===== src/rtl/barrel_pkg.sv =====
// ============================================================================
//  Module  : barrel_pkg
//  Brief   : Shared constants, stage record and right-shift helper for the
//            16-bit pipelined right rotator/shifter.
//  Revision: 1.0 - initial release
// ============================================================================
`default_nettype none

package barrel_pkg;

  localparam int WIDTH  = 16;
  localparam int CTRL_W = 4;

  localparam logic [1:0] MODE_ROR = 2'b00;
  localparam logic [1:0] MODE_SRL = 2'b01;
  localparam logic [1:0] MODE_SRA = 2'b10;

  // The tag is carried next to this record so that its width stays a parameter of the top.
  typedef struct packed {
    logic              valid;
    logic [WIDTH-1:0]  data;
    logic [CTRL_W-1:0] ctrl;
    logic [1:0]        mode;
  } stage_t;

  // The fill word goes above the data; one right shift covers ROR, SRL and SRA.
  function automatic logic [WIDTH-1:0] shift_right(input logic [WIDTH-1:0] d,
                                                   input int unsigned      s,
                                                   input logic [1:0]       mode);
    logic [2*WIDTH-1:0] w;
    logic [WIDTH-1:0]   fill;
    if (mode == MODE_SRA)      fill = {WIDTH{d[WIDTH-1]}};
    else if (mode == MODE_SRL) fill = '0;
    else                       fill = d;
    w = {fill, d} >> s;
    return w[WIDTH-1:0];
  endfunction

endpackage

`default_nettype wire


===== src/rtl/barrel_ror_stage.sv =====
// ============================================================================
//  Module  : barrel_ror_stage
//  Brief   : One pipeline stage: optional fixed right shift plus register with
//            valid/ready handshake.
//  Revision: 1.0 - initial release
// ============================================================================
`default_nettype none

module barrel_ror_stage
  import barrel_pkg::*;
#(
  parameter int SHIFT = 1,
  parameter int TAG_W = 4
) (
  input  logic             clk,
  input  logic             rst_n,
  input  stage_t           prev_i,
  input  logic [TAG_W-1:0] prev_tag_i,
  input  logic             shift_en_i,
  input  logic             rdy_next_i,
  output stage_t           stage_o,
  output logic [TAG_W-1:0] tag_o,
  output logic             rdy_o
);

  stage_t           stage_q, stage_d;
  logic [TAG_W-1:0] tag_q, tag_d;

  always_comb begin
    stage_d = prev_i;
    tag_d   = prev_tag_i;
    if (shift_en_i) begin
      stage_d.data = shift_right(prev_i.data, SHIFT, prev_i.mode);
    end
  end

  // An empty stage always accepts, so bubbles collapse under a downstream stall.
  assign rdy_o = !stage_q.valid | rdy_next_i;

  always_ff @(posedge clk or negedge rst_n) begin
    if (!rst_n) begin
      stage_q <= '0;
      tag_q   <= '0;
    end else if (rdy_o) begin
      stage_q.valid <= prev_i.valid;
      if (prev_i.valid) begin
        stage_q <= stage_d;
        tag_q   <= tag_d;
      end
    end
  end

  assign stage_o = stage_q;
  assign tag_o   = tag_q;

endmodule

`default_nettype wire


===== src/rtl/barrel_unshift_16bit_pipe.sv =====
// ============================================================================
//  Module  : barrel_unshift_16bit_pipe
//  Brief   : Four-stage pipelined 16-bit right rotator / logical / arithmetic
//            shifter with valid/ready handshake and sideband tag.
//  Revision: 1.0 - initial release
// ============================================================================
`default_nettype none

module barrel_unshift_16bit_pipe
  import barrel_pkg::*;
#(
  parameter int TAG_W = 4
) (
  input  logic              clk,
  input  logic              rst_n,
  input  logic              in_valid,
  output logic              in_ready,
  input  logic [WIDTH-1:0]  in_data,
  input  logic [CTRL_W-1:0] in_ctrl,
  input  logic [1:0]        in_mode,
  input  logic [TAG_W-1:0]  in_tag,
  output logic              out_valid,
  input  logic              out_ready,
  output logic [WIDTH-1:0]  out_data,
  output logic [TAG_W-1:0]  out_tag
);

  // Index 0 is the input port, index k+1 is the register of stage k.
  stage_t [4:0]            st;
  logic   [4:0][TAG_W-1:0] tg;
  logic   [4:0]            rdy;

  assign st[0].valid = in_valid;
  assign st[0].data  = in_data;
  assign st[0].ctrl  = in_ctrl;
  assign st[0].mode  = in_mode;
  assign tg[0]       = in_tag;
  assign rdy[4]      = out_ready;

  generate
    for (genvar k = 0; k < 4; k++) begin : g_stage
      barrel_ror_stage #(
        .SHIFT (1 << k),
        .TAG_W (TAG_W)
      ) u_stage (
        .clk        (clk),
        .rst_n      (rst_n),
        .prev_i     (st[k]),
        .prev_tag_i (tg[k]),
        .shift_en_i (st[k].ctrl[k]),
        .rdy_next_i (rdy[k+1]),
        .stage_o    (st[k+1]),
        .tag_o      (tg[k+1]),
        .rdy_o      (rdy[k])
      );
    end
  endgenerate

  assign in_ready  = rdy[0];
  assign out_valid = st[4].valid;
  assign out_data  = st[4].data;
  assign out_tag   = tg[4];

  logic unused_ok;
  assign unused_ok = ^{st[4].ctrl, st[4].mode};

endmodule

`default_nettype wire


===== config.mk =====
export PLATFORM = sky130hd
export DESIGN_NAME = barrel_unshift_16bit_pipe
export DESIGN_NICKNAME = d
export VERILOG_FILES = /design/src/rtl/barrel_pkg.sv /design/src/rtl/barrel_ror_stage.sv /design/src/rtl/barrel_unshift_16bit_pipe.sv
export SDC_FILE = /design/constraint.sdc
export NUM_CORES = 1
export LEC_CHECK = 0
export CAP_MARGIN = 20
export CELL_PAD_IN_SITES_DETAIL_PLACEMENT = 1
export CELL_PAD_IN_SITES_GLOBAL_PLACEMENT = 1
export CORE_MARGIN = 2
export CORE_UTILIZATION = 40
export CTS_CLUSTER_DIAMETER = 200
export DETAILED_ROUTE_END_ITERATION = 10
export MAX_ROUTING_LAYER = met4
export PLACE_DENSITY = 0.83
export SYNTH_ARGS = -nofsm -noshare
export SYNTH_HDL_FRONTEND = slang
export SYNTH_SLANG_ARGS = --single-unit

===== constraint.sdc =====
create_clock -name clk -period 4.17 [get_ports clk]
set_input_delay 1.251 -clock clk [delete_from_list [all_inputs] [get_ports clk]]
set_output_delay 1.251 -clock clk [all_outputs]
set_load 0.05 [all_outputs]

# ---- Word-level counts from Yosys, hierarchy flattened
# Index checks and enable logic that the tools add are counted.
# W data, S select, Z words.
dict set report totals {
  rom_bits 0
  output_inout_bits 22
  memories 0
  word_cells 56
  ram_bits 0
  latch_bits 0
  inputBits 30
  reg_bits 108
}
dict set report classes {
  multipliers 0
  reduce_logical 8
  magnitude_cmp 0
  n_addsub 0
  n_div 0
  bitwise_logic 4
  shift 0
  n_eq_ne 8
  mux 16
}
# op count
set op_table {}
lappend op_table {{$mux W23} 4}
lappend op_table {{$mux W16} 4}
lappend op_table {{$mux W8} 2}
lappend op_table {{$eq A2 B1 Y1 const B} 4}
lappend op_table {{$eq A2 B2 Y1 const B} 4}
lappend op_table {{$mux W4} 2}
lappend op_table {{$reduce_and A2 Y1} 4}
lappend op_table {{$logic_not A1 Y1} 4}
lappend op_table {{$mux W2} 2}
lappend op_table {{$or A1 B1 Y1} 4}
lappend op_table {{$mux W1} 2}

# ---- Depth between registers and ports, before layout
# Gate-level depths: netlist of the first run.
dict set report depth {
  ltp_word 6
  depth_mapped 6
  depth_no_buf 4
}

# ---- Modules after synthesis
# Synthesis of the first run repeated with hierarchy kept, for this count alone.
dict set report unflattened {
  hier_cells 415
  hier_area_um2 5183.7
}
# mod cells_each area_each_um2 seq_area_each_um2 n_inst
set by_module_without_submodules {}
lappend by_module_without_submodules {{barrel_ror_stage (g_stage[3].u_stage)} 110 1381.3 675.6 1}
lappend by_module_without_submodules {{barrel_ror_stage (g_stage[2].u_stage)} 103 1302.5 675.6 1}
lappend by_module_without_submodules {{barrel_ror_stage (g_stage[1].u_stage)} 100 1256.2 675.6 1}
lappend by_module_without_submodules {{barrel_ror_stage (g_stage[0].u_stage)} 102 1243.7 675.6 1}

# ---- Worst setup path after synthesis of the first run
# OpenSTA, ideal clock, no wires.
dict set report synth_timing {
  path_type {input-to-output}
  start {in out_ready}
  end {out in_ready}
  setup_slack_ns 1.003
  t_arrival_ns 1.916
  cell_stages 2
  path_cell_list {nand4b_2 -> or2_2}
}
dict set report synth_via {
  elab_chain_cells 4
}
# item line
set synth_rtl {}
lappend synth_rtl {{start: declaration} barrel_unshift_16bit_pipe.sv:23} ;# input logic out_ready,
lappend synth_rtl {{$or A1 B1 Y1 (4 in series)} barrel_ror_stage.sv:38} ;# assign rdy_o = !stage_q.valid | rdy_next_i;
lappend synth_rtl {{end: declaration} barrel_unshift_16bit_pipe.sv:17} ;# output logic in_ready,
# No other way between the ends.

# ---- Worst setup path in the final report of the first run
# Same ends and word-level chain as after synthesis.

==> results of run 1 <==
registers in the layout, summed over array words and instances, names as in the netlist:
register	count
g_stage.u_stage.tag_o	16
g_stage.u_stage.stage_o	80
area by class of cell:
| class | count | share of cell area |
|---|---|---|
| Clock buffer | 10 | 0.0265 |
| Clock inverter | 6 | 0.00867 |
| Inverter | 4 | 0.00289 |
| Multi-Input combinational cell | 278 | 0.358 |
| Sequential cell | 96 | 0.462 |
| Tap cell | 140 | 0.0337 |
| Timing Repair Buffer | 56 | 0.108 |
layer usage:
layer	GRT usage	routed length, um
met5	-	0
met4	0.0495	83
met3	0.0305	298
met1	0.200	3990
met2	0.285	4410
how the worst min path moves through the flow:
stage | end | cells after the start
after floorplan | g_stage[1].u_stage.stage_o[22] | 2
after global placement | g_stage[3].u_stage.stage_o[18] | 1
after detailed placement | g_stage[3].u_stage.stage_o[13] | 2
after CTS | g_stage[3].u_stage.stage_o[13] | 2
after global routing | g_stage[3].u_stage.stage_o[14] | 1
final | g_stage[3].u_stage.stage_o[9] | 2
through the flow:
stage	std cells	total power, uW	setup slack, ns
5_1_grt	590	3470	0.403
2_1_floorplan	406	2320	1.00
6_report	590	3240	0.453
3_3_place_gp	573	2650	0.494
3_5_place_dp	574	2730	0.462
4_1_cts	590	3290	0.443
critical path, stage by stage:
cell	delay, ns
clkdlybuf4s50_1	0.43
nand4b_2	0.26
or2_2	0.32
buf_4	0.20
power groups by stage:
stage	Sequential (uW)	Clock (uW)	Combinational (uW)
after floorplan	1700	0	614
after global placement	1530	0	1120
after detailed placement	1560	0	1170
after CTS	1540	577	1170
after global routing	1590	615	1270
final	1530	555	1150
logic make-up (layout without fill, tap and decap cells):
kind of cell | after synthesis | after routing
DFF | 96 | 96
buffers and inverters | 32 | 76
muxes | 79 | 79
xor gates and xnor gates | 2 | 2
AOI/OAI and AO/OA | 99 | 99
and+or+nand+nor | 98 | 98
cell usage in the layout (no fill, tap or decap), types with 2 or more instances in the layout:
master,n
dfrtp_1,96
nand2_1,66
o21ai_0,65
mux2i_1,49
clkdlybuf4s50_1,49
mux2_2,30
nor2_1,13
a21o_1,12
clkbuf_8,10
a311oi_1,7
buf_4,6
and2_1,5
inv_1,4
nand2b_1,4
a22oi_1,4
a211oi_1,4
clkinvlp_4,3
nor2b_1,2
and2_0,2
xnor2_1,2
a32oi_1,2
a21oi_1,2
clkinv_4,2
==> results.sh, run 1 <==
export IMPL_status="finished clean"
export IMPL_antenna_found_initial=0
export IMPL_fin_tns_setup_ns=0
export IMPL_switchingPower_uw=1280
export IMPL_ff_latch_area_sq_um=2400
export IMPL_clkTransAtPathRegs_ns=0.08
export IMPL_portBuffers=51
export IMPL_wire_per_inst_um=14.9
export IMPL_netlist_area_sq_um=4410
export IMPL_grt_overflow=0
export IMPL_die_w_um=109
export IMPL_vdd_ir_drop_worst_v=0.000311
export IMPL_cts_buffers=9
export IMPL_postCtsHoldBufs=0
export IMPL_synth_top_cells_by_count="dfrtp_1, nand2_1, o21ai_0"
export IMPL_post_dp_hpwl_um=6570
export IMPL_worstSetupStartpoint="out_ready"
export IMPL_start_util=0.409
export IMPL_drc_errors=0
export IMPL_endpoint_kind="output port"
export IMPL_final_util=0.481
export IMPL_clockPowerShare=0.171
export IMPL_cp_endpoint="in_ready"
export IMPL_finalNetCount=475
export IMPL_synthSimpleGateAreaFrac=0.0961
export IMPL_cts_sinks=96
export IMPL_cts_htree_levels=3
export IMPL_placed_cell_area_sq_um=5010
export IMPL_antennaDiodeCount=0
export IMPL_firstDrtPassIters=4
export IMPL_crit_required_ns=2.92
export IMPL_worst_slew_pin_slew_ns=0.975
export IMPL_yosys_warnings=0
export IMPL_fin_hold_ws_ns=0.486
export IMPL_syn_avg_cell_area_sq_um=10.9
export IMPL_hold_viol=0
export IMPL_ctsResizeCount=0
export IMPL_drive_gt1_frac=0.127
export IMPL_ys_types=32
export IMPL_grt_first_pass_wirelength_um=15100
export IMPL_crit_type="input port to output port"
export IMPL_yosys_top_cells_area="dfrtp_1, mux2i_1, mux2_2"
export IMPL_synthesis_nets=436
export IMPL_vias=2999
export IMPL_synth_edff_count=0
export IMPL_arrival_ns=2.47
export IMPL_reg2reg_from="g_stage[3].u_stage.stage_o[22]"
export IMPL_cts_root_buf="clkbuf_8"
export IMPL_final_cell_area_sq_um=5200
export IMPL_worstRegToRegCells=4
export IMPL_post_synth_top_count_cell="dfrtp_1"
export IMPL_coreArea_sq_um=10800
export IMPL_ys_flop_type="dfrtp_1"
export IMPL_groute_usage_overall=0.166
export IMPL_min_path_type="flip-flop to flip-flop"
export IMPL_rrSetupSlack_ns=2.31
export IMPL_detail_route_antenna_nets=0
export IMPL_n_fill_cell=1178
export IMPL_reg2reg_to="g_stage[3].u_stage.stage_o[19]"
export IMPL_fmax_ghz=0.269
export IMPL_yosys_area_top_type="dfrtp_1"
export IMPL_die_h_um=109
export IMPL_clockBufferDepth=2
export IMPL_synth_compound_area_frac=0.133
export IMPL_p_seq_frac=0.473
export IMPL_post_route_min_period_ns=3.72
export IMPL_synthAdderAreaFrac=0
export IMPL_setup_violations_final=0
export IMPL_grt_pass1_vias=3226
export IMPL_ys_ff_latch=96
export IMPL_fin_skew_ns=0.00827
export IMPL_syn2layout_area_growth_pct=17.7
export IMPL_worstSetupStartpointType="input port"
export IMPL_pwr_density_cell_nw_per_um2=624
export IMPL_synthCells=406
export IMPL_switching_share=0.396
export IMPL_pin_count=52
export IMPL_hold_path_startpoint="g_stage[3].u_stage.stage_o[9]"
export IMPL_synthMuxAreaShare=0.188
export IMPL_p_int_uw=1960
export IMPL_post_cts_setup_buffers=0
export IMPL_period_share=0.891
export IMPL_via_per_inst=5.08
export IMPL_drv_slew=0
export IMPL_p_comb_frac=0.356
export IMPL_dieArea_sq_um=11900
export IMPL_slew_headroom=0.348
export IMPL_synth_xor_xnor_area_share=0.00397
export IMPL_p_leak_uw=0.00232
export IMPL_synthArstFlopShare=1.00
export IMPL_synth_top_family_by_area="multiplexers"
export IMPL_crit_fanout=4
export IMPL_grt_max_degree=56
export IMPL_cts_tree="done"
export IMPL_place_congestion=0.723
export IMPL_drt_initial_drc_count=100
export IMPL_multi_input_area_sq_um=1860
export IMPL_synth_seq_area_share=0.544
export IMPL_clkLatencyLatePin_ns=0.36
export IMPL_routed_wl_um=8780
export IMPL_rows=38
export IMPL_netlist_area_leader_share=0.544
export IMPL_cap_violations=0
export IMPL_rsz0062_at_grt="no"
Power figures use the tool's default switching activity.
==> inputs of run 2 (changes only) <==
--- a/config.mk
+++ b/config.mk
@@ -6,4 +6,5 @@
 export NUM_CORES = 1
 export LEC_CHECK = 0
+export ABC_CLOCK_PERIOD_IN_PS = 4170
 export CAP_MARGIN = 20
 export CELL_PAD_IN_SITES_DETAIL_PLACEMENT = 1
==> constraint.sdc (replaced) <==
create_clock -name clk -period 4.17 [get_ports clk]
set_input_delay 1.251 -clock clk [delete_from_list [all_inputs] [get_ports clk]]
set_output_delay 1.251 -clock clk [all_outputs]
set_load 0.01 [all_outputs]
==> results.sh, run 2 (synthesis results as in run 1) <==
export IMPL_place_congestion=0.735
export IMPL_postCtsHoldBufs=0
export IMPL_die_h_um=109
export IMPL_slew_headroom=0.383
export IMPL_detail_route_antenna_nets=0
export IMPL_routed_wl_um=8880
export IMPL_layout_commonest_cell="dfrtp_1"
export IMPL_portBuffers=51
export IMPL_crit_type="input port to output port"
export IMPL_post_cts_setup_buffers=0
export IMPL_crit_required_ns=2.92
export IMPL_pin_count=52
export IMPL_reg2reg_from="g_stage[3].u_stage.stage_o[22]"
export IMPL_dieArea_sq_um=11900
export IMPL_post_route_min_period_ns=4.00
export IMPL_worst_slew_pin_slew_ns=0.923
export IMPL_wire_per_inst_um=15.0
export IMPL_final_util=0.483
export IMPL_cts_sinks=96
export IMPL_holdPathStages=1
export IMPL_p_leak_uw=0.00233
export IMPL_finalNetCount=476
export IMPL_arrival_ns=2.75
export IMPL_hold_path_startpoint="g_stage[3].u_stage.stage_o[18]"
export IMPL_antenna_found_initial=0
export IMPL_endpoint_kind="output port"
export IMPL_via_per_inst=5.15
export IMPL_stdcell_count=591
export IMPL_vdd_ir_drop_worst_v=0.000235
export IMPL_coreArea_sq_um=10800
export IMPL_clockBufferDepth=2
export IMPL_antennaDiodeCount=0
export IMPL_setup_violations_final=0
export IMPL_dpl_cell_count=575
export IMPL_rows=38
export IMPL_crit_fanout=4
export IMPL_n_fill_cell=1186
export IMPL_pwr_density_cell_nw_per_um2=585
export IMPL_firstDrtPassIters=4
export IMPL_vias=3045
export IMPL_whs_endpoint="g_stage[3].u_stage.stage_o[18]"
export IMPL_cts_tree="done"
export IMPL_post_dp_hpwl_um=6720
export IMPL_groute_usage_overall=0.170
export IMPL_cts_root_buf="clkbuf_8"
export IMPL_cts_buffers=9
export IMPL_worstRegToRegCells=4
export IMPL_status="finished clean"
export IMPL_fmax_ghz=0.250
export IMPL_reg2reg_to="g_stage[3].u_stage.stage_o[20]"
export IMPL_drt_initial_drc_count=51
export IMPL_syn2layout_area_growth_pct=18.1
export IMPL_die_w_um=109
export IMPL_clkLatencyLatePin_ns=0.37
export IMPL_layout_common_cells="dfrtp_1, nand2_1, o21ai_0, clkdlybuf4s50_1, mux2i_1"
export IMPL_start_util=0.409
export IMPL_ctsResizeCount=0
export IMPL_grt_overflow=0
export IMPL_grt_max_degree=55
export IMPL_grt_first_pass_wirelength_um=15300
export IMPL_clkTransAtPathRegs_ns=0.10
export IMPL_rrSetupSlack_ns=2.35
export IMPL_fin_skew_ns=0.0128
export IMPL_cap_violations=0
export IMPL_rsz0062_at_grt="no"
export IMPL_hold_viol=0
export IMPL_drive_gt1_frac=0.126
export IMPL_period_share=0.959
export IMPL_drv_slew=0
export IMPL_cts_htree_levels=3
export IMPL_min_path_type="flip-flop to flip-flop"
export IMPL_worstSetupStartpointType="input port"
export IMPL_drc_errors=0
export IMPL_largest_reg_flops=80
export IMPL_fin_tns_setup_ns=0
export IMPL_grt_pass1_vias=3241
export IMPL_p_total_uw=3050
-- run 2: through the flow --
| step | instance area [sq um] | hold WS [ns] | setup WS (ns) |
|---|---|---|---|
| 6_report | 5210 | 0.485 | 0.171 |
| 4_1_cts | 5210 | 0.490 | 0.166 |
| 5_1_grt | 5210 | 0.503 | 0.0946 |
| 2_1_floorplan | 4410 | 0.460 | 1.12 |
| 3_3_place_gp | 5000 | 0.461 | 0.204 |
| 3_5_place_dp | 5000 | 0.468 | 0.133 |
-- run 2: critical path, stage by stage --
cell and delay [ns]:
clkdlybuf4s50_1 0.43, nand4b_2 0.26, or2_2 0.32, clkdlybuf4s50_1 0.48
-- run 2: routing by layer --
| layer | share of wire | vias up | global-route usage |
|---|---|---|---|
| met5 | 0 | - | - |
| met4 | 0.013 | 0 | 0.0641 |
| met3 | 0.027 | 9 | 0.0251 |
| met2 | 0.51 | 51 | 0.295 |
| met1 | 0.45 | 1484 | 0.198 |
| li1 | - | 1501 | - |
-- run 2: worst max-delay path by stage --
| stage | start | end | slack [ns] | cells past startpoint |
|---|---|---|---|---|
| final | out_ready | in_ready | 0.17 | 4 |
| after floorplan | out_ready | in_ready | 1.12 | 2 |
| after CTS | out_ready | in_ready | 0.17 | 4 |
| after global routing | out_ready | in_ready | 0.09 | 4 |
| after global placement | out_ready | in_ready | 0.20 | 4 |
| after detailed placement | out_ready | in_ready | 0.13 | 4 |
-- run 2: where the power goes --
part,internal [uW],switching (uW)
Combinational,504,381
Sequential,1220,314
Clock,289,339
Total,2010,1030
-- run 2: area by class of cell --
class	instances	area [sq um]	area share
multi-input combinational	278	1860	0.357
timing repair buffer	57	553	0.106
clock inverter	7	83.8	0.0161
tap	140	175	0.0336
inverter	4	15.0	0.00288
sequential	96	2400	0.461
clock buffer	9	124	0.0238
